===== src/rtl/pipe_pkg.sv =====
// Shared types for the RV32I pipeline sequencing controller: scoreboard entry,
// forwarding select encoding and controller state constants.
package pipe_pkg;
  localparam int REG_W = 5;

  typedef enum logic [1:0] {
    FWD_RF    = 2'b00,
    FWD_EXMEM = 2'b01,
    FWD_MEMWB = 2'b10
  } fwd_sel_t;

  typedef logic [1:0] hz_state_t;
  localparam hz_state_t ST_RUN      = 2'd0;
  localparam hz_state_t ST_LD_STALL = 2'd1;
  localparam hz_state_t ST_MEM_WAIT = 2'd2;

  typedef struct packed {
    logic             v;
    logic [REG_W-1:0] rd;
    logic             we;
    logic             ld;
  } sb_entry_t;

  // Youngest producer wins: the instruction now in EX lands in EX/MEM next cycle.
  function automatic fwd_sel_t fwd_pick(input logic ex_hit, input logic mem_hit);
    if (ex_hit)       return FWD_EXMEM;
    else if (mem_hit) return FWD_MEMWB;
    else              return FWD_RF;
  endfunction
endpackage


===== src/rtl/hazard_ctrl_if.sv =====
// Decoder/pipeline-side bundle for hazard_ctrl: ID decode fields and EX/MEM status in,
// pipeline-register enables, flushes, forwarding selects and perf counters out.
interface hazard_ctrl_if #(
  parameter int REG_W = 5,
  parameter int CNT_W = 32
);
  logic             id_valid;
  logic [REG_W-1:0] id_rs1;
  logic [REG_W-1:0] id_rs2;
  logic             id_use_rs1;
  logic             id_use_rs2;
  logic [REG_W-1:0] id_rd;
  logic             id_we;
  logic             id_is_load;
  logic             ex_brn_tkn;
  logic             dmem_req;
  logic             dmem_rdy;
  logic             pc_we;
  logic             ifid_we;
  logic             ifid_flush;
  logic             idex_flush;
  logic             pipe_hold;
  logic [1:0]       fwd_a_sel;
  logic [1:0]       fwd_b_sel;
  logic [CNT_W-1:0] stall_cnt;
  logic [CNT_W-1:0] flush_cnt;

  modport master (
    output id_valid, id_rs1, id_rs2, id_use_rs1, id_use_rs2, id_rd, id_we, id_is_load,
           ex_brn_tkn, dmem_req, dmem_rdy,
    input  pc_we, ifid_we, ifid_flush, idex_flush, pipe_hold, fwd_a_sel, fwd_b_sel,
           stall_cnt, flush_cnt
  );

  modport slave (
    input  id_valid, id_rs1, id_rs2, id_use_rs1, id_use_rs2, id_rd, id_we, id_is_load,
           ex_brn_tkn, dmem_req, dmem_rdy,
    output pc_we, ifid_we, ifid_flush, idex_flush, pipe_hold, fwd_a_sel, fwd_b_sel,
           stall_cnt, flush_cnt
  );
endinterface


===== src/rtl/hz_match.sv =====
// One source-vs-scoreboard-entry comparator; x0 and non-writing entries never match.
module hz_match
  import pipe_pkg::*;
(
  input  logic [REG_W-1:0] idx,
  input  logic             use_src,
  input  sb_entry_t        ent,
  output logic             hit,
  output logic             ld_hit
);
  assign hit    = use_src & ent.v & ent.we & (ent.rd != '0) & (ent.rd == idx);
  assign ld_hit = hit & ent.ld;
endmodule


===== src/rtl/hazard_ctrl.sv =====
// Five-stage pipeline sequencing: EX/MEM/WB scoreboard, load-use stalls, branch flushes,
// dmem wait freezes. Define HAZARD_FWD_EN for operand forwarding; otherwise RAW stalls.
module hazard_ctrl #(
  parameter int CNT_W = 32,
  parameter int REG_W = 5
) (
  input  logic         clock,
  input  logic         reset_n,
  hazard_ctrl_if.slave bus
);
  import pipe_pkg::*;

  hz_state_t             state, state_nxt;
  sb_entry_t             sb_ex, sb_mem, sb_wb;
  sb_entry_t [1:0]       stg;
  logic [1:0][REG_W-1:0] src_idx;
  logic [1:0]            src_use;
  logic [1:0][1:0]       hit, ld_hit;
  logic                  hold, redir, lu_cond, load_use;
  logic                  pc_we, ifid_flush, idex_flush;
  logic [CNT_W-1:0]      stall_cnt, flush_cnt;
  logic                  unused_hz;

  assign src_idx = {bus.id_rs2, bus.id_rs1};
  assign src_use = {bus.id_use_rs2, bus.id_use_rs1};
  assign stg     = {sb_mem, sb_ex};

  // hit[stage][src]: stage 0 = EX, 1 = MEM; src 0 = rs1, 1 = rs2
  for (genvar s = 0; s < 2; s++) begin : g_stg
    for (genvar r = 0; r < 2; r++) begin : g_src
      hz_match u_match (
        .idx     (src_idx[r]),
        .use_src (src_use[r]),
        .ent     (stg[s]),
        .hit     (hit[s][r]),
        .ld_hit  (ld_hit[s][r])
      );
    end
  end

  // WB needs no check: the regfile writes through to the ID read.
  assign unused_hz = ^{sb_wb, ld_hit};

  always_comb begin
    hold = bus.dmem_req & ~bus.dmem_rdy;
    if (state == ST_MEM_WAIT) hold = ~bus.dmem_rdy;
  end

`ifdef HAZARD_FWD_EN
  assign lu_cond = |ld_hit[0];
`else
  assign lu_cond = |hit;
`endif

  // A pending redirect kills the ID instruction, so its load-use is moot.
  assign redir      = bus.ex_brn_tkn & ~hold;
  assign load_use   = lu_cond & ~hold & ~bus.ex_brn_tkn;
  assign pc_we      = ~hold & ~load_use;
  assign ifid_flush = redir;
  assign idex_flush = redir | load_use;

  assign bus.pc_we      = pc_we;
  assign bus.ifid_we    = pc_we;
  assign bus.ifid_flush = ifid_flush;
  assign bus.idex_flush = idex_flush;
  assign bus.pipe_hold  = hold;
  assign bus.stall_cnt  = stall_cnt;
  assign bus.flush_cnt  = flush_cnt;

  always_comb begin
    state_nxt = ST_RUN;
    if (hold)          state_nxt = ST_MEM_WAIT;
    else if (load_use) state_nxt = ST_LD_STALL;
  end

  always_ff @(posedge clock or negedge reset_n) begin
    if (!reset_n) state <= ST_RUN;
    else          state <= state_nxt;
  end

  always_ff @(posedge clock or negedge reset_n) begin
    if (!reset_n) begin
      sb_ex  <= '0;
      sb_mem <= '0;
      sb_wb  <= '0;
    end else if (!hold) begin
      sb_wb  <= sb_mem;
      sb_mem <= sb_ex;
      sb_ex  <= idex_flush ? '0 : sb_entry_t'{v: bus.id_valid, rd: bus.id_rd,
                                               we: bus.id_we, ld: bus.id_is_load};
    end
  end

`ifdef HAZARD_FWD_EN
  fwd_sel_t fwd_a, fwd_b;

  always_ff @(posedge clock or negedge reset_n) begin
    if (!reset_n) begin
      fwd_a <= FWD_RF;
      fwd_b <= FWD_RF;
    end else if (!hold) begin
      fwd_a <= idex_flush ? FWD_RF : fwd_pick(hit[0][0], hit[1][0]);
      fwd_b <= idex_flush ? FWD_RF : fwd_pick(hit[0][1], hit[1][1]);
    end
  end

  assign bus.fwd_a_sel = fwd_a;
  assign bus.fwd_b_sel = fwd_b;
`else
  assign bus.fwd_a_sel = FWD_RF;
  assign bus.fwd_b_sel = FWD_RF;
`endif

  always_ff @(posedge clock or negedge reset_n) begin
    if (!reset_n) begin
      stall_cnt <= '0;
      flush_cnt <= '0;
    end else begin
      if (!pc_we)              stall_cnt <= stall_cnt + CNT_W'(1);
      if (ifid_flush && pc_we) flush_cnt <= flush_cnt + CNT_W'(1);
    end
  end
endmodule


===== src/flat_wrapper.sv =====
// flat-port wrapper written by rule: the top's interface ports become plain ports
module hazard_ctrl_flat import pipe_pkg::*;
#(
  parameter int CNT_W = 32,
  parameter int REG_W = 5
)
  (clock, reset_n, bus_id_valid, bus_id_rs1, bus_id_rs2, bus_id_use_rs1, bus_id_use_rs2, bus_id_rd, bus_id_we, bus_id_is_load, bus_ex_brn_tkn, bus_dmem_req, bus_dmem_rdy, bus_pc_we, bus_ifid_we, bus_ifid_flush, bus_idex_flush, bus_pipe_hold, bus_fwd_a_sel, bus_fwd_b_sel, bus_stall_cnt, bus_flush_cnt);
  hazard_ctrl_if #(.REG_W(REG_W), .CNT_W(CNT_W)) bus_i ();
  input  logic clock;
  input  logic reset_n;
  input wire logic [$bits(bus_i.id_valid)-1:0] bus_id_valid;
  input wire logic [$bits(bus_i.id_rs1)-1:0] bus_id_rs1;
  input wire logic [$bits(bus_i.id_rs2)-1:0] bus_id_rs2;
  input wire logic [$bits(bus_i.id_use_rs1)-1:0] bus_id_use_rs1;
  input wire logic [$bits(bus_i.id_use_rs2)-1:0] bus_id_use_rs2;
  input wire logic [$bits(bus_i.id_rd)-1:0] bus_id_rd;
  input wire logic [$bits(bus_i.id_we)-1:0] bus_id_we;
  input wire logic [$bits(bus_i.id_is_load)-1:0] bus_id_is_load;
  input wire logic [$bits(bus_i.ex_brn_tkn)-1:0] bus_ex_brn_tkn;
  input wire logic [$bits(bus_i.dmem_req)-1:0] bus_dmem_req;
  input wire logic [$bits(bus_i.dmem_rdy)-1:0] bus_dmem_rdy;
  output wire logic [$bits(bus_i.pc_we)-1:0] bus_pc_we;
  output wire logic [$bits(bus_i.ifid_we)-1:0] bus_ifid_we;
  output wire logic [$bits(bus_i.ifid_flush)-1:0] bus_ifid_flush;
  output wire logic [$bits(bus_i.idex_flush)-1:0] bus_idex_flush;
  output wire logic [$bits(bus_i.pipe_hold)-1:0] bus_pipe_hold;
  output wire logic [$bits(bus_i.fwd_a_sel)-1:0] bus_fwd_a_sel;
  output wire logic [$bits(bus_i.fwd_b_sel)-1:0] bus_fwd_b_sel;
  output wire logic [$bits(bus_i.stall_cnt)-1:0] bus_stall_cnt;
  output wire logic [$bits(bus_i.flush_cnt)-1:0] bus_flush_cnt;
  assign bus_i.id_valid = bus_id_valid;
  assign bus_i.id_rs1 = bus_id_rs1;
  assign bus_i.id_rs2 = bus_id_rs2;
  assign bus_i.id_use_rs1 = bus_id_use_rs1;
  assign bus_i.id_use_rs2 = bus_id_use_rs2;
  assign bus_i.id_rd = bus_id_rd;
  assign bus_i.id_we = bus_id_we;
  assign bus_i.id_is_load = bus_id_is_load;
  assign bus_i.ex_brn_tkn = bus_ex_brn_tkn;
  assign bus_i.dmem_req = bus_dmem_req;
  assign bus_i.dmem_rdy = bus_dmem_rdy;
  assign bus_pc_we = bus_i.pc_we;
  assign bus_ifid_we = bus_i.ifid_we;
  assign bus_ifid_flush = bus_i.ifid_flush;
  assign bus_idex_flush = bus_i.idex_flush;
  assign bus_pipe_hold = bus_i.pipe_hold;
  assign bus_fwd_a_sel = bus_i.fwd_a_sel;
  assign bus_fwd_b_sel = bus_i.fwd_b_sel;
  assign bus_stall_cnt = bus_i.stall_cnt;
  assign bus_flush_cnt = bus_i.flush_cnt;
  hazard_ctrl #(.CNT_W(CNT_W), .REG_W(REG_W)) u_core (.clock(clock), .reset_n(reset_n), .bus(bus_i));
endmodule

===== config.mk =====
export PLATFORM = sky130hd
export DESIGN_NAME = hazard_ctrl_flat
export DESIGN_NICKNAME = d
export VERILOG_FILES = /design/src/rtl/pipe_pkg.sv /design/src/rtl/hazard_ctrl_if.sv /design/src/rtl/hz_match.sv /design/src/rtl/hazard_ctrl.sv /design/src/flat_wrapper.sv
export SDC_FILE = /design/constraint.sdc
export NUM_CORES = 1
export LEC_CHECK = 0
export ABC_AREA = 1
export BUFFER_PORTS_ARGS = -buffer_cell sky130_fd_sc_hd__buf_2
export CAP_MARGIN = 5
export CORE_AREA = 2 2 96 98
export CTS_BUF_LIST = sky130_fd_sc_hd__clkbuf_4 sky130_fd_sc_hd__clkbuf_8
export DETAILED_ROUTE_END_ITERATION = 6
export DIE_AREA = 0 0 98 100
export GPL_TIMING_DRIVEN = 0
export PLACE_DENSITY_LB_ADDON = 0.08
export SETUP_SLACK_MARGIN = 0.3
export SKIP_CTS_REPAIR_TIMING = 1
export SLEW_MARGIN = 20
export SYNTH_ARGS = -nofsm -noshare
export SYNTH_HDL_FRONTEND = slang
export SYNTH_SLANG_ARGS = --single-unit

===== constraint.sdc =====
create_clock -name clock -period 2.1 [get_ports clock]
set_input_delay 0.42 -clock clock [delete_from_list [all_inputs] [get_ports clock]]
set_output_delay 0.42 -clock clock [all_outputs]
set_load 0.005 [all_outputs]

==> results.yml <==
run_status:
  status: "complete, but fails checks"
  failed_checks: "negative setup slack"
sta:
  fin_skew_ns: 0.00847
  finalMaxSlewViolations: 0
  setup_ws_post_layout_ns: -0.297
  final-setup-viol-count: 3
  fmax_mhz: 417
  period_share: 1.14
  rsz_0062_raised_after_global_routing: "true"
  finalWorstPathRequiredPeriod_ns: 2.40
  final-hold-violation-count: 0
clocking:
  max-clock-path-buffers: 2
  insertion_delay_to_the_later_sink_of_the_worst_skew_pair_ns: 0.34
  cts_made_buffers: 9
  htree_levels: 3
  cts_tree: "built"
  clk_transition_reported_paths_ns: 0.08
  clock-sinks: 80
  cts_root_buf: "clkbuf_8"
die:
  die_x_um: 98
  initial_core_util: 0.562
  boundaryPins: 98
  num_rows: 35
  core_area_um2: 8890
  die_h_um: 100
  die_area_um2: 9800
final_layout:
  finished_core_util: 0.701
  layout.cells.most_common_list: "nand2_1 (257), buf_2 (91), dfrtp_1 (72)"
  layout_fillers: 813
  finish.instance_area_um2: 6230
  areaGrowthSynthToFinish_pct: 24.8
  antennaDiodeCount: 0
  layout-drive-gt1-share: 0.246
  design.final.nets: 861
  final_common_cell: "nand2_1"
power:
  power_density_nw_per_um2: 654
  post-layout-total-power_uw: 4070
  vdd_drop_max_mv: 0.593
  p_leak_uw: 0.00319
synth:
  synth-main-ff-cell: "dfrtp_1"
  synth_compound_area_frac: 0.0201
  synthArstFlopShare: 1.00
  avg_inst_size_synth_um2: 7.12
  yosys.cell_types.count: 29
  syn-cell-area_um2: 4990
  syn_inst: 701
  synth_top_family_by_area: "simple AND/OR/NAND/NOR gates"
  synth.ff_latch_count: 80
  synth_adder_area_share: 0.00501
  synth.area.mux_share: 0
  synth_edf_count: 0
  ys_warn_count: 0
  post_synth_and_or_nand_nor_area_fraction: 0.397
  yosys.area_share.xor_xnor: 0.105
  fraction_of_the_yosys_area_taken_by_sequential_cells: 0.401
detailed_routing:
  drc: 0
  vias: 5017
  drt-initial-drc-count: 284
  drt.antenna.violating_nets: 0
  first_pass_iters: 5
  wl_per_cell_um: 14.2
  post_drt_via_cell_ratio: 5.29
  wirelength_um: 13500
placement:
  pre_cts_ws_ns: -0.204
  dpl.hpwl_um: 10100
  place_area_um2: 5630
  place.gp.congestion: 0.949
  place.port_buffers: 92
setup_path:
  critical_path.cell_chain: "inv_2 > nand2_1 > nand2_1 > nor2_2 > nand3_2 > nand2_2 > nand2_4 > nand2_4 > nand2_4 > nand2_8 > buf_8 > inv_4 > buf_6 > buf_6"
  timing.critical_path.from_type: "flip-flop"
  path_class: "reg -> out"
  library_cell_appearing_most_often_on_the_critical_path: "nand2_4"
  crit_path_max_incr_delay_ns: 0.44
  timing.critical_path.slowest_stage_cell: "dfrtp_1"
  critPathMaxFanout: 5
  cp_data_arrival_time_ns: 1.98
  crit_path_end_kind: "output pin"
  reg2reg_setup_slack_ns: 0.24
  required_time_worst_endpoint_ns: 1.68
global_route:
  grt_first_pass_wirelength_um: 21500
  maximum_number_of_pins_on_one_net_before_global_route_repair: 47
  globalRouteTotalUtil: 0.271
  grt.overflow.total: 0
  grt_antenna_before_repair: 0
  grt_pass1_vias: 4413
job:
  maxCapViolCount: 0
min_path:
  min_path_type: "in -> async"
-- cells by family after synthesis --
kind of cell    count (synthesis)
other cells                     1
buf+inv                        82
flops                          80
fa+ha+maj                       2
xor+xnor                       60
simple gates                  456
compound gates                 20
-- synthesized netlist by cell type, types with 5 or more instances --
cell | number | area (um^2)
nand3_1 | 57 | 285
xor2_1 | 39 | 342
clkbuf_1 | 5 | 18.8
o21ai_0 | 16 | 80.1
nand2_1 | 261 | 980
dfrtp_1 | 80 | 2000
nor2_1 | 72 | 270
nor3_1 | 28 | 140
buf_4 | 5 | 37.5
xnor2_1 | 21 | 184
inv_1 | 59 | 221
nand4_1 | 17 | 106
-- per-layer routing --
layer / share of wire / GRT usage / up-vias
met5: 0 / 0 / -
met4: 0.018 / 0.0887 / 0
met3: 0.072 / 0.0522 / 25
met2: 0.47 / 0.410 / 183
met1: 0.44 / 0.393 / 2343
li1: - / - / 2466
-- metrics by stage --
| step | hold WS, ns | std cells | TNS (ns) |
|---|---|---|---|
| after floorplan | 0.124 | 704 | 0 |
| after global placement | 0.482 | 907 | -0.371 |
| after detailed placement | 0.405 | 908 | -0.421 |
| after CTS | 0.0322 | 923 | -1.45 |
| after global routing | 0.0379 | 949 | -1.04 |
| final | 0.0183 | 949 | -0.770 |
-- worst max-delay path, delay by kind of cell (launching register included) --
family	cells	cell delay [ns]
simple gates	9	0.80
buf+inv	5	0.41
flops	1	0.44
-- report_power, final --
group	internal (uW)	total, uW	switching, uW
Combinational	361	845	484
Clock	733	1310	580
Sequential	1700	1920	219
Total	2790	4070	1280
-- state kept, by name (all words and copies together), names as in the netlist --
register / flops
u_core.sb_mem: 7
u_core.state: 2
u_core.bus.flush_cnt: 32
u_core.sb_ex: 7
u_core.bus.stall_cnt: 32
-- path summary, 6_finish.rpt --
| check | from | endpoint | depth (start not counted) |
|---|---|---|---|
| min | reset_n | u_core.bus.stall_cnt[10] | 1 |
| max in group asynchronous | reset_n | u_core.bus.flush_cnt[0] | 2 |
| max reg2reg | u_core.sb_mem[6] | u_core.bus.stall_cnt[20] | 12 |
| min reg2reg | u_core.bus.flush_cnt[7] | u_core.bus.flush_cnt[7] | 1 |
| max | u_core.sb_mem[4] | bus_pc_we | 14 |
| min in group clock | bus_id_we | u_core.sb_ex[1] | 3 |
-- final cells by class --
class                      count  area (um^2)  area share
buffer                        19          139      0.0223
clock buffer                  11          151      0.0243
clock inverter                 4         76.3      0.0123
inverter                      63          241      0.0388
multi-input combinational    542         2770       0.445
sequential                    80         2010       0.323
tap                          111          139      0.0223
timing repair buffer         119          698       0.112
Power figures use the tool's default switching activity.
